$ cat src/rtl/dds_sweep_ctrl.sv
// ---------------------------------------------------------------------------
// dds_sweep_ctrl
// Frequency-sweep scheduler for one DDS channel. A sweep steps the channel
// frequency word from a start value to a stop value in fixed increments and
// holds each point for a programmable number of clocks. In sawtooth mode each
// lap runs upward only. In triangle mode each lap runs up and then back down.
// A sweep runs for a programmable number of laps, or until abort.
//
// Ports
//   clk, rst      system clock; synchronous active-high reset
//   start         1-cycle sweep request, honoured only while idle
//   abort         stop the running sweep at once (wins over a step)
//   cfg_*         sweep configuration, captured on an accepted start
//   f_word_out    current frequency word for the channel
//   f_word_vld    pulse on the first cycle of every loaded point
//   phase_sync    pulse when a lap (re)loads the start word
//   sweep_busy    high while a sweep runs
//   sweep_done    pulse when the final lap completes
//   cfg_err       pulse when a start is rejected (step==0 or start>stop)
//   state_dbg     current FSM state (IDLE=0, UP=1, DOWN=2)
//
// Handshake: start and abort are single-cycle level-sampled requests. There
// is no back-pressure. Outputs are registered, and each pulse output is high
// for exactly one clock.
// ---------------------------------------------------------------------------
module dds_sweep_ctrl #(
    parameter int FW_W  = 32,
    parameter int CNT_W = 32,
    parameter int REP_W = 8
) (
    input  logic             clk,
    input  logic             rst,
    input  logic             start,
    input  logic             abort,
    input  logic [FW_W-1:0]  cfg_f_start,
    input  logic [FW_W-1:0]  cfg_f_stop,
    input  logic [FW_W-1:0]  cfg_f_step,
    input  logic [CNT_W-1:0] cfg_dwell,
    input  logic             cfg_mode,
    input  logic [REP_W-1:0] cfg_repeat,
    output logic [FW_W-1:0]  f_word_out,
    output logic             f_word_vld,
    output logic             phase_sync,
    output logic             sweep_busy,
    output logic             sweep_done,
    output logic             cfg_err,
    output logic [1:0]       state_dbg
);

    typedef enum logic [1:0] {
        S_IDLE = 2'd0,
        S_UP   = 2'd1,
        S_DOWN = 2'd2
    } state_t;

    state_t           state_q, state_d;
    logic [FW_W-1:0]  f_q, f_d;
    logic [CNT_W-1:0] cnt_q, cnt_d;
    logic [REP_W-1:0] laps_q, laps_d;
    logic [FW_W-1:0]  start_q, start_d;
    logic [FW_W-1:0]  stop_q, stop_d;
    logic [FW_W-1:0]  step_q, step_d;
    logic [CNT_W-1:0] dwell_q, dwell_d;
    logic             mode_q, mode_d;
    logic [REP_W-1:0] rep_q, rep_d;
    logic             vld_q, vld_d;
    logic             sync_q, sync_d;
    logic             done_q, done_d;
    logic             err_q, err_d;

    // Next-point candidates, computed one bit wider so that a step past the
    // top of the word range clips to stop instead of wrapping to zero.
    logic [FW_W:0]    up_sum, dn_diff, rs_sum;
    logic [FW_W-1:0]  up_next, dn_next, rs_next;
    logic [REP_W:0]   laps_inc;
    logic             more_laps;
    logic [CNT_W-1:0] dwell_eff_in;

    always_comb begin
        up_sum  = {1'b0, f_q} + {1'b0, step_q};
        up_next = (up_sum > {1'b0, stop_q}) ? stop_q : up_sum[FW_W-1:0];

        dn_diff = {1'b0, f_q} - {1'b0, step_q};
        dn_next = (dn_diff[FW_W] || (dn_diff[FW_W-1:0] < start_q)) ? start_q : dn_diff[FW_W-1:0];

        // First point of a later triangle lap: one step above start.
        rs_sum  = {1'b0, start_q} + {1'b0, step_q};
        rs_next = (rs_sum > {1'b0, stop_q}) ? stop_q : rs_sum[FW_W-1:0];

        laps_inc  = {1'b0, laps_q} + (REP_W+1)'(1);
        more_laps = (rep_q == '0) || (laps_inc < {1'b0, rep_q});

        dwell_eff_in = (cfg_dwell == '0) ? CNT_W'(1) : cfg_dwell;
    end

    always_comb begin
        state_d = state_q;
        f_d     = f_q;
        cnt_d   = cnt_q;
        laps_d  = laps_q;
        start_d = start_q;
        stop_d  = stop_q;
        step_d  = step_q;
        dwell_d = dwell_q;
        mode_d  = mode_q;
        rep_d   = rep_q;
        vld_d   = 1'b0;
        sync_d  = 1'b0;
        done_d  = 1'b0;
        err_d   = 1'b0;

        case (state_q)
            S_IDLE: begin
                if (start && !abort) begin
                    if ((cfg_f_step == '0) || (cfg_f_start > cfg_f_stop)) begin
                        err_d = 1'b1;
                    end else begin
                        start_d = cfg_f_start;
                        stop_d  = cfg_f_stop;
                        step_d  = cfg_f_step;
                        dwell_d = dwell_eff_in;
                        mode_d  = cfg_mode;
                        rep_d   = cfg_repeat;
                        f_d     = cfg_f_start;
                        cnt_d   = dwell_eff_in - CNT_W'(1);
                        laps_d  = '0;
                        vld_d   = 1'b1;
                        sync_d  = 1'b1;
                        state_d = S_UP;
                    end
                end
            end

            S_UP, S_DOWN: begin
                if (abort) begin
                    state_d = S_IDLE;
                end else if (cnt_q != '0) begin
                    cnt_d = cnt_q - CNT_W'(1);
                end else begin
                    // Last cycle of the current point: decide what comes next.
                    cnt_d = dwell_q - CNT_W'(1);
                    if (state_q == S_UP && f_q < stop_q) begin
                        f_d   = up_next;
                        vld_d = 1'b1;
                    end else if (state_q == S_UP && mode_q && start_q != stop_q) begin
                        f_d     = dn_next;
                        vld_d   = 1'b1;
                        state_d = S_DOWN;
                    end else if (state_q == S_DOWN && f_q > start_q) begin
                        f_d   = dn_next;
                        vld_d = 1'b1;
                    end else if (more_laps) begin
                        // Lap end with laps remaining. The lap counter saturates,
                        // which only matters for the endless (repeat==0) case.
                        laps_d  = laps_inc[REP_W] ? laps_q : laps_inc[REP_W-1:0];
                        vld_d   = 1'b1;
                        state_d = S_UP;
                        if (!mode_q || start_q == stop_q) begin
                            f_d    = start_q;
                            sync_d = 1'b1;
                        end else begin
                            f_d = rs_next;
                        end
                    end else begin
                        state_d = S_IDLE;
                        done_d  = 1'b1;
                    end
                end
            end

            default: begin
                state_d = S_IDLE;
            end
        endcase
    end

    always_ff @(posedge clk) begin
        if (rst) begin
            state_q <= S_IDLE;
            f_q     <= '0;
            cnt_q   <= '0;
            laps_q  <= '0;
            start_q <= '0;
            stop_q  <= '0;
            step_q  <= '0;
            dwell_q <= '0;
            mode_q  <= 1'b0;
            rep_q   <= '0;
            vld_q   <= 1'b0;
            sync_q  <= 1'b0;
            done_q  <= 1'b0;
            err_q   <= 1'b0;
        end else begin
            state_q <= state_d;
            f_q     <= f_d;
            cnt_q   <= cnt_d;
            laps_q  <= laps_d;
            start_q <= start_d;
            stop_q  <= stop_d;
            step_q  <= step_d;
            dwell_q <= dwell_d;
            mode_q  <= mode_d;
            rep_q   <= rep_d;
            vld_q   <= vld_d;
            sync_q  <= sync_d;
            done_q  <= done_d;
            err_q   <= err_d;
        end
    end

    assign f_word_out = f_q;
    assign f_word_vld = vld_q;
    assign phase_sync = sync_q;
    assign sweep_busy = (state_q != S_IDLE);
    assign sweep_done = done_q;
    assign cfg_err    = err_q;
    assign state_dbg  = state_q;

endmodule

$ cat config.mk
export PLATFORM = sky130hd
export DESIGN_NAME = dds_sweep_ctrl
export DESIGN_NICKNAME = d
export VERILOG_FILES = /design/src/rtl/dds_sweep_ctrl.sv
export SDC_FILE = /design/constraint.sdc
export NUM_CORES = 1
export LEC_CHECK = 0
export CAP_MARGIN = 30
export CORE_MARGIN = 5
export CORE_UTILIZATION = 54
export DETAILED_ROUTE_END_ITERATION = 8
export GPL_TIMING_DRIVEN = 0
export PLACE_DENSITY = 0.78
export SYNTH_ARGS = -nofsm -noshare
export SYNTH_HDL_FRONTEND = slang
export SYNTH_SLANG_ARGS = --single-unit
$ cat constraint.sdc
create_clock -name clk -period 5.15 [get_ports clk]
set_clock_uncertainty 0.05 [all_clocks]
set_input_delay 0.515 -clock clk [delete_from_list [all_inputs] [get_ports clk]]
set_output_delay 0.515 -clock clk [all_outputs]
set_load 0.05 [all_outputs]
=== Yosys cells after proc, flatten, opt, wreduce, memory -nomap -nowiden ===
Index checks and enable logic that the tools add are counted.

* Bits in registers: 215
* Bits in latches: 0
* RAM bits: 0
* ROM bits: 0
* Word-level logic and storage cells: 132
* Memories kept: 0

* $add $sub $neg: 7
* Multiply operators: 0
* Div/mod/pow operators: 0
* $lt $le $gt $ge: 7
* Eq/ne operators: 17
* Shift operators: 0
* Mux-type cells: 57
* Bitwise logic cells: 4
* Reductions and logical operators: 26

{| class="wikitable"
|+ Operators with widths
! cell !! count
|-
| 32-bit two-way mux || 17
|-
| 32-bit case mux with 2 select lines || 2
|-
| 32-bit by 1-bit subtractor with 32-bit output, second input constant || 3
|-
| 8-bit two-way mux || 9
|-
| 32-bit by 32-bit adder with 33-bit output || 2
|-
| 33-bit by 32-bit greater-than comparator with 1-bit output || 2
|-
| 32-bit greater-than comparator || 2
|-
| 32-bit zero test || 2
|-
| 32-bit less-than comparator || 2
|-
| 32-bit by 32-bit subtractor with 33-bit output || 1
|-
| 32-bit == test || 1
|-
| 32-bit inequality test || 1
|-
| 32-bit nonzero test || 1
|-
| 1-bit two-way mux || 18
|-
| 2-bit inequality test, second input constant || 9
|-
| 8-bit case mux with 2 select lines || 1
|-
| 2-bit two-way mux || 7
|-
| 10-bit AND reduction || 1
|-
| 8-bit by 1-bit adder with 9-bit output, second input constant || 1
|-
| 9-bit by 8-bit less-than comparator with 1-bit output || 1
|-
| 8-bit zero test || 1
|-
| 7-bit OR reduction || 1
|-
| 3-bit inequality test, second input constant || 2
|-
| 6-bit AND reduction || 1
|-
| 17 further kinds || 30
|}

=== Logic depth before layout (Yosys ltp) ===
* Depth after elaboration: 11
* Depth in mapped cells: 24
* Gate-level depth less buffers: 22

=== Worst setup path after synthesis ===
OpenSTA, ideal clock, no wires.

* Path kind: register to register
* Start: register f_q[0] (netlist: f_word_out[0])
* End: register f_q[19] (netlist: f_word_out[19])
* Data arrival time: 5.410 ns
* Setup slack: -0.444 ns
* Cell stages (with the launch flop): 24
* Buffers on the path: 1
* Clock period less this slack: 5.594 ns
* Path through: dfxtp_1 > inv_1 > ha_1 > inv_1 > fa_1 > a211oi_1 > o211ai_1 > a211oi_1 > o31ai_1 > a21bo_2 > a311oi_1 > xnor2_1 > ha_1 > nand3_1 > or3_1 > nor3_1 > nand2_1 > a2111oi_0 > o22ai_1 > nor3_1 > buf_2 > o31ai_1 > a221oi_1 > a31oi_1

* Cells in the longest elaborated chain, start to end: 10
* Elaborated cells on any way between the ends: 19

{| class="wikitable"
|+ Ends and longest elaborated chain
! what !! line !! text
|-
| start: declaration || 57 || <nowiki>logic [FW_W-1:0] f_q, f_d;</nowiki>
|-
| start signal: assignment || 180 || <nowiki>f_q <= '0;</nowiki>
|-
| start signal: assignment || 195 || <nowiki>f_q <= f_d;</nowiki>
|-
| 32-bit by 32-bit subtractor with 33-bit output || 83 || <nowiki>dn_diff = {1'b0, f_q} - {1'b0, step_q};</nowiki>
|-
| 32-bit less-than comparator || 84 || <nowiki>dn_next = (dn_diff[FW_W] || (dn_diff[FW_W-1:0] < start_q)) ? start_q : dn_diff[FW_W-1:0];</nowiki>
|-
| 1-bit logical OR || 84 ||
|-
| 32-bit two-way mux || 84 ||
|-
| 32-bit two-way mux || 149 || <nowiki>end else if (state_q == S_DOWN && f_q > start_q) begin</nowiki>
|-
| 32-bit two-way mux || 145 || <nowiki>end else if (state_q == S_UP && mode_q && start_q != stop_q) begin</nowiki>
|-
| 32-bit two-way mux || 142 || <nowiki>if (state_q == S_UP && f_q < stop_q) begin</nowiki>
|-
| 32-bit two-way mux || 137 || <nowiki>end else if (cnt_q != '0) begin</nowiki>
|-
| 32-bit two-way mux || 135 || <nowiki>if (abort) begin</nowiki>
|-
| 32-bit case mux with 2 select lines || 112 || <nowiki>case (state_q)</nowiki>
|}

Parallel ways exist; a longest one is shown, timed or not. The select of a mux whose other input is x is not followed.
A chain may end at the register's enable or synchronous reset.

=== Worst setup path after layout ===
* Start: register f_q[0] (netlist: f_word_out[0])
* End: register f_q[9] (netlist: f_word_out[9])

The elaborated chain is that of the path after synthesis.

==> results.toml <==
[status]
status = "finished, violations left"
violations = "setup timing"

[setup_path]
rr_startpoint = "f_word_out[0]$_SDFFE_PP0P_"
cp_top_family = "compound AO/OA/AOI/OAI gates"
crit_path_start_kind = "flop"
worst-path-stages = 26
end_kind = "flop"
cp_slowest_cell = "or4b_4"
crit_buf_inv = 7
r2r_end = "f_word_out[9]$_SDFFE_PP0P_"
max_stage_delay_ns = 0.53
worstPathArrival_ns = 6.51
crit_fanout = 5
crit_start = "f_word_out[0]$_SDFFE_PP0P_"
critPathCapture = "f_word_out[9]$_SDFFE_PP0P_"
reg2reg_depth = 26
cp.required_ns = 5.65
critPathKind = "flop to flop"
reg2reg_slack_ns = -0.87
crit_top_cell = "buf_4"

[placed_design]
dp_cells = 3419
hpwl_um = 76600
io_buffer_count = 179
gp_congestion = 1.05

[routing]
firstDrtPassIters = 8
ant_nets = 0
via_per_inst = 6.74
dr.first_iter.drc_count = 3023
vias = 23924
wl_per_cell_um = 27.5
drc = 0
drt-total-wl_um = 97600

[yosys]
synth.top_cell.area_share = 0.204
synth-seq-cells = 215
synth.mux.area_fraction = 0.0790
synthArstFlopShare = 0
netlist_area_mm2 = 0.0211
synth.net_count = 3159
synth_flop_cell = "dfxtp_1"
ys_top_cells_by_area = "dfxtp_1 (20%), ha_1 (18%), mux2i_1 (7.7%)"
synthXorXnorAreaFrac = 0.0610
synth_most_common_cell = "nor2_1"
synthTopCellsByCount = "nor2_1 (329), ha_1 (299), a21oi_1 (239)"
yosysSeqAreaShare = 0.204
synth_top_area_cell = "dfxtp_1"
synthCells = 2716
synth_top_family_by_area = "compound AO/OA/AOI/OAI gates"
synth.distinct_cells = 89
yosysWarnings = 0
yosys.area_share.simple = 0.186
synth_edf_count = 0
synth_compound_area_frac = 0.229
synth_fa_ha_area_frac = 0.180
syn_area_per_cell_um2 = 7.77

[pwr]
leakage_uw = 0.0110
power_density_mw_per_mm2 = 368
vdd_drop_max_mv = 0.325

[timing]
slew_headroom = 0.254
setup_ws_ns = -0.867
rsz0062_at_grt = "true"
period_minus_slack_ns = 6.02
fmax_mhz = 166
setup_viol = 32
final.period_utilization = 1.17
hold_viol_final = 0
hold_ws_ns = 0.439
slew_viol_final = 0
worstMarginPinSlew_ns = 1.12

[min_path]
holdCritPathClass = "flop to flop"

[final_layout]
nNetsFinal = 3450
final_layout_size_suffix_gt1_frac = 0.127
synthToLayoutAreaGrowth_pct = 26.3
fin_cells = 3549
final_util = 0.690

[run]
maxCapViolations = 0

[cts]
path_clk_slew_ns = 0.06
h-tree-depth = 1
cts_buffer_depth = 3
root_buffer = "clkbuf_16"
clk_latency_ns = 0.61
cts_tree = "built"
cts_sinks = 215
cts-buffers-inserted = 28

[global_route]
grt_pass1_wl_um = 142000
grt_max_degree = 16
grt.overflow.total = 0
grt_pass1_vias = 23017
antenna_found_initial = 5
track_usage = 0.423

[floorplanning]
die_h_um = 208
dieArea_mm2 = 0.0431
initial_utilization = 0.546
die_w_um = 208
rows = 72
coreArea_mm2 = 0.0386
ios = 180
[final cells by class]
| class | count | area, µm² |
|---|---|---|
| multi-input cells | 2176 | 16600 |
| fillers | 3169 | 12000 |
| flip-flops and latches | 215 | 4350 |
| repair buffers | 267 | 2700 |
| clock buffers | 38 | 798 |
| inverters | 199 | 753 |
| plain buffers | 120 | 667 |
| well taps | 518 | 648 |
| clock inverters | 14 | 115 |
| diodes | 2 | 5.00 |
[worst min-delay path, stage by stage (launching register included)]
cell,delay (ns)
dfxtp_1,0.33
nand2_1,0.06
a21oi_1,0.05
[kinds of logic (layout without fill, tap and decap cells)]
group,after synthesis,after routing
xor gates and xnor gates,147,147
AOI/OAI and AO/OA,741,741
buffers and inverters,325,638
DFF,215,215
adders and majority gates,302,302
muxes,166,166
other,0,2
and+or+nand+nor,820,820
[flip-flops by register name (all words and copies together) (netlist names)]
name and count:
state_dbg 2, dwell_q 32, cfg_err 1, cnt_q 32, f_word_vld 1, stop_q 32
laps_q 8, f_word_out 32, mode_q 1, step_q 32, start_q 32, phase_sync 1
sweep_done 1, rep_q 8
[routing by layer]
metal,part of all wire,global-route usage
met2,0.42,0.653
met4,0.083,0.267
met3,0.12,0.110
met1,0.37,0.527
met5,0.00023,0
[metrics by stage]
stage / instance area, µm² / worst slack (ns) / setup TNS (ns) / power [µW]
finish: 26700 / -0.867 / -25.96 / 9810
global route: 26700 / -0.936 / -27.69 / 10100
CTS: 26000 / -0.775 / -21.29 / 9170
detailed placement: 23700 / -3.37 / -115.60 / 6290
global placement: 23600 / -3.30 / -107.76 / 6210
floorplan: 21200 / 0.0151 / 0 / 4660
[how the worst min path moves through the flow]
stage	startpoint	to	slack, ns	cells past startpoint
after floorplan	cnt_q[16]$_SDFFE_PP0P_	cnt_q[16]$_SDFFE_PP0P_	0.39	2
after global placement	laps_q[7]$_SDFFE_PP0P_	laps_q[7]$_SDFFE_PP0P_	0.42	2
after detailed placement	laps_q[7]$_SDFFE_PP0P_	laps_q[7]$_SDFFE_PP0P_	0.43	2
after CTS	laps_q[7]$_SDFFE_PP0P_	laps_q[7]$_SDFFE_PP0P_	0.44	2
after global routing	cnt_q[12]$_SDFFE_PP0P_	cnt_q[12]$_SDFFE_PP0P_	0.47	2
final	laps_q[7]$_SDFFE_PP0P_	laps_q[7]$_SDFFE_PP0P_	0.44	2
[where the power goes]
| group | switching [µW] | leakage (µW) | total, µW | internal, µW |
|---|---|---|---|---|
| logic | 3560 | 0.00879 | 5870 | 2320 |
| registers | 183 | 0.00176 | 1960 | 1770 |
| clock network | 887 | 0.000437 | 1980 | 1090 |
| total | 4630 | 0.0110 | 9810 | 5180 |
[layout by cell type (no fill, tap or decap), drive strengths merged, types with 58 or more instances in the layout]
cell type,n
inv,196
o21ai,133
nand2,144
a21oi,239
dfxtp,215
clkdlybuf4s50,179
mux2i,162
ha,299
clkbuf,104
nor2,330
nor3,58
buf,140
xnor2,85
nand4,61
xor2,62
[repair_timing]
| action | CTS | global route |
|---|---|---|
| pin swaps | 83 | 64 |
| hold buffers | 0 | 0 |
| buffers inserted | 60 | 20 |
| resized for setup | 202 | 114 |
| endpoints found under the setup margin | 32 | 87 |
| gates cloned | 3 | 0 |
(Power assumes the default switching activity.)
